$ cat src/rtl/alu_mul_seq.sv
// Radix-2 shift-add 16x16->32 unsigned multiply sequencer borrowing the shared EX-stage ALU.
// Optional: define ALU_MUL_EARLY_TERM_EN to finish as soon as no multiplier bits remain.
module alu_mul_seq #(
  parameter int ITER = 16
) (
  input  logic        clk,
  input  logic        rst_n,
  input  logic        req_valid,
  output logic        req_ready,
  input  logic [15:0] req_mcand,
  input  logic [15:0] req_mplier,
  output logic        resp_valid,
  input  logic        resp_ready,
  output logic [15:0] resp_hi,
  output logic [15:0] resp_lo,
  output logic        alu_own,
  output logic [15:0] alu_a,
  output logic [15:0] alu_b,
  output logic        alu_cin,
  output logic [3:0]  alu_op,
  input  logic [15:0] alu_out,
  input  logic        alu_cout,
  output logic        stall
);

  typedef enum logic [1:0] {IDLE, RUN, DONE} state_t;

  state_t      state, state_nx;
  logic [15:0] p_hi, m, mc;
  logic [4:0]  cnt;
  logic        own;
  logic        last;
  logic [31:0] sum_shift, shifted;

  // 17-bit ALU result plus the multiplier shifted right by one step
  assign sum_shift = {alu_cout, alu_out, m[15:1]};

  always_comb begin
    state_nx = state;
    last     = 1'b0;
    shifted  = sum_shift;
    case (state)
      IDLE: if (req_valid) state_nx = RUN;
      RUN: begin
`ifdef ALU_MUL_EARLY_TERM_EN
        // After this step, multiplier bits still to consume are m[15-cnt:1]
        last = (cnt == 5'(ITER - 1)) || (((m >> 1) & (16'hFFFF >> (cnt + 5'd1))) == 16'h0000);
        if (last) shifted = sum_shift >> (5'd15 - cnt);
`else
        last = (cnt == 5'(ITER - 1));
`endif
        if (last) state_nx = DONE;
      end
      DONE: if (resp_ready) state_nx = IDLE;
      default: state_nx = IDLE;
    endcase
  end

  always_ff @(posedge clk or negedge rst_n) begin
    if (!rst_n) begin
      state   <= IDLE;
      own     <= 1'b0;
      p_hi    <= 16'h0000;
      m       <= 16'h0000;
      mc      <= 16'h0000;
      cnt     <= 5'd0;
      resp_hi <= 16'h0000;
      resp_lo <= 16'h0000;
    end else begin
      state <= state_nx;
      own   <= (state_nx == RUN);
      case (state)
        IDLE: if (req_valid) begin
          mc   <= req_mcand;
          m    <= req_mplier;
          p_hi <= 16'h0000;
          cnt  <= 5'd0;
        end
        RUN: begin
          {p_hi, m} <= shifted;
          cnt       <= cnt + 5'd1;
          if (last) {resp_hi, resp_lo} <= shifted;
        end
        default: ;
      endcase
    end
  end

  assign alu_own    = own;
  assign alu_op     = 4'b0000;
  assign alu_cin    = 1'b0;
  assign alu_a      = own ? p_hi : 16'h0000;
  assign alu_b      = (own && m[0]) ? mc : 16'h0000;
  assign req_ready  = (state == IDLE);
  assign resp_valid = (state == DONE);
  assign stall      = own || ((state == DONE) && !resp_ready);

endmodule

$ cat config.mk
export PLATFORM = sky130hd
export DESIGN_NAME = alu_mul_seq
export DESIGN_NICKNAME = d
export VERILOG_FILES = /design/src/rtl/alu_mul_seq.sv
export SDC_FILE = /design/constraint.sdc
export NUM_CORES = 1
export LEC_CHECK = 0
export CELL_PAD_IN_SITES_DETAIL_PLACEMENT = 1
export CELL_PAD_IN_SITES_GLOBAL_PLACEMENT = 2
export CORE_ASPECT_RATIO = 1.1
export CORE_MARGIN = 1.5
export CORE_UTILIZATION = 25
export CTS_CLUSTER_DIAMETER = 40
export DETAILED_ROUTE_END_ITERATION = 8
export PLACE_DENSITY = 0.75
export SYNTH_ARGS = -nofsm -noshare
export SYNTH_HDL_FRONTEND = slang
export SYNTH_SLANG_ARGS = --single-unit
$ cat constraint.sdc
create_clock -name clk -period 1.7 [get_ports clk]
set_clock_uncertainty 0.15 [all_clocks]
set_input_delay 0.425 -clock clk [delete_from_list [all_inputs] [get_ports clk]]
set_output_delay 0.425 -clock clk [all_outputs]
set_load 0.01 [all_outputs]
==> results.json, run 1 <==
{
  "port_buffers": 120,
  "peakVddDrop_uv": 659,
  "grt_first_pass_wirelength_mm": 18.3,
  "cpPeakStageDelay_ps": 450,
  "clock_path_buffers": 2,
  "fin_ws_ps": -170,
  "syn2layout_area_growth_pct": 60.9,
  "drv_cap": 0,
  "crit_chain": "buf_12 -> buf_6 -> and3_4 -> buf_6",
  "yosys.area_share.simple_pct": 21.2,
  "drive_gt1_share_pct": 33.1,
  "wirelength_mm": 11.5,
  "vias": 3107,
  "ys_seq_elements": 88,
  "dpl_cell_area_um2": 5460,
  "synthCells": 357,
  "synth-edff-count": 0,
  "crit_buf_inv": 3,
  "final-hold-violation-count": 0,
  "status": "finished with violations",
  "worstPathArrival_ps": 1300,
  "ys_types": 30,
  "clkSinkCount": 88,
  "layout.nets": 557,
  "cpLargestDelayFamily": "flip-flops",
  "final_core_util_pct": 41.2,
  "rsz0062_at_grt": "yes",
  "fill_cells": 1674,
  "htreeDepth": 3,
  "p_per_area_nw_per_um2": 1880,
  "synth_top_family_by_area": "simple AND/OR/NAND/NOR gates",
  "grt_max_degree": 36,
  "endpoint_kind": "output port",
  "hpwlAfterDp_mm": 7.39,
  "core_um2": 15100,
  "cts_buffers": 9,
  "timing.final.crit_share_pct": 110,
  "clock_latency_ps": 340,
  "holdWs_ps": 317,
  "design_area_um2": 6200,
  "drtPass1Iterations": 4,
  "ys.flop_type": "dfrtp_1",
  "synth.area.mux_share_pct": 12.4,
  "synth_adder_area_share_pct": 0.649,
  "critPathMostFrequentCell": "buf_6",
  "multi_input_area_um2": 1700,
  "p_leak_uw": 0.00304,
  "start_util_pct": 25.6,
  "final-seq-area_um2": 2200,
  "holdCritPathClass": "reg2reg",
  "grt_use_total_pct": 14.6,
  "die_h_um": 133,
  "slowest_stage": "dfrtp_2",
  "finalCriticalPeriod_ps": 1870,
  "antenna_found_initial": 0,
  "maxSlewViolCount": 0,
  "synth_xor_area_share_pct": 0,
  "io_pins": 126,
  "die_area_um2": 16200,
  "ys_seq_area_share_pct": 57.1,
  "drcViolationCount": 0,
  "drtIter0Drc": 56,
  "crit_required_ps": 1120,
  "async_flop_share_pct": 100,
  "avgSynthCellArea_um2": 10.8,
  "antenna_left": 0,
  "synth-compound-area-share_pct": 3.93,
  "die_w_um": 121,
  "final_cell_mix": "dfrtp_1 (86), nand2_1 (85), clkdlybuf4s50_1 (50)",
  "viasPerCell": 4.42,
  "report.final.setup_viol": 65,
  "place.gp.congestion": 0.719,
  "root_buffer": "clkbuf_16",
  "clock.fmax_mhz": 535,
  "routedWlPerCell_um": 16.4,
  "worstSetupStartpointType": "flop",
  "syn_area_um2": 3850,
  "grt_pass1_vias": 3498,
  "cp_max_fo": 7,
  "cts_tree": "built",
  "ys_warn_count": 0,
  "diodes": 0,
  "violations": "negative setup slack",
  "rows": 47,
  "pre_cts_ws_ps": -426,
  "grt-ovfl-total": 0,
  "final_common_cell": "dfrtp_1",
  "clk_pin_slew_ps": 70,
  "worstSetupPathType": "reg2out"
}
Yosys cell counts (all sizes together), types with 2 or more instances:
library cell / number / area, um^2
a21oi: 2 / 10.0
and2: 16 / 100
and3: 17 / 106
buf: 18 / 121
clkbuf: 12 / 45.0
dfrtp: 88 / 2200
ha: 2 / 25.0
inv: 2 / 7.51
mux2: 32 / 469
nand2: 86 / 330
nand2b: 2 / 12.5
nand3: 20 / 100
nor2: 16 / 60.1
nor3: 15 / 75.1
o21ai: 5 / 25.0
o22ai: 15 / 93.8
final cells by class:
type                       count  area share, %
inverter                       2          0.121
sequential                    88           35.5
clock inverter                 7           1.31
clock buffer                   9           3.63
timing repair buffer         160           28.0
tap                          196           3.95
multi-input combinational    241           27.4
worst paths after layout:
check / start / end / slack [ps] / depth (start not counted)
worst max-delay path: m[0] / alu_b[14] / -170 / 4
worst min-delay path: mc[13] / mc[13] / 320 / 2
worst max register to register: cnt[1] / resp_hi[14] / -120 / 7
worst min register to register: mc[13] / mc[13] / 320 / 2
max in group asynchronous: rst_n / alu_own / 500 / 3
min in group asynchronous: rst_n / p_hi[14] / 380 / 2
tightest hold or removal path, stage by stage (launching register included):
cell and delay, ps:
dfrtp_1 340, nand2_1 50, nand2_1 50
per-layer routing:
| layer | up-vias | global-route usage (%) | wire [um] |
|---|---|---|---|
| met2 | 75 | 25.5 | 5810 |
| met3 | 7 | 3.17 | 536 |
| met4 | 0 | 4.58 | 133 |
| li1 | 1476 | - | - |
| met5 | - | 0 | 0 |
| met1 | 1549 | 17.8 | 5030 |
power breakdown:
group,switching [uW],leakage (uW),internal (uW)
combinational,2530,0.00184,3300
sequential,655,0.00106,3110
clock,883,0.000140,1150
registers in the layout, indices dropped and copies added (netlist names):
name     cells
resp_lo     16
p_hi        16
mc          16
m           16
resp_hi     16
cnt          5
alu_own      1
state        2
timing repair:
item                       4_1_cts  5_1_grt
resized for setup              241       18
hold endpoints to repair        16        0
pin swaps                        1        8
hold buffers                     1        0
cloned                           5        3
setup buffers                    8        2
setup endpoints to repair      138       82
per-stage QoR:
| stage | instances | setup TNS, ps | total power (uW) |
|---|---|---|---|
| final | 703 | -5720 | 11600 |
| after global routing | 703 | -8800 | 12500 |
| after CTS | 699 | -7340 | 11500 |
| after detailed placement | 670 | -28510 | 9060 |
| after global placement | 670 | -25060 | 8920 |
| after floorplan | 361 | -540 | 6330 |
kinds of logic after synthesis:
kind of cell,after synthesis
AO/OA/AOI/OAI,25
other,1
adder cells (fa/ha/maj),2
buffers and inverters,32
flip-flops,88
multiplexers,33
AND/OR/NAND/NOR,176
Power figures use the tool's default switching activity.
==> run 2: changes to the inputs <==
ABC_CLOCK_PERIOD_IN_PS = 1700   (was default)
==> results of run 2 <==
No change in the layout: final DEF, timing and power equal those of run 1.
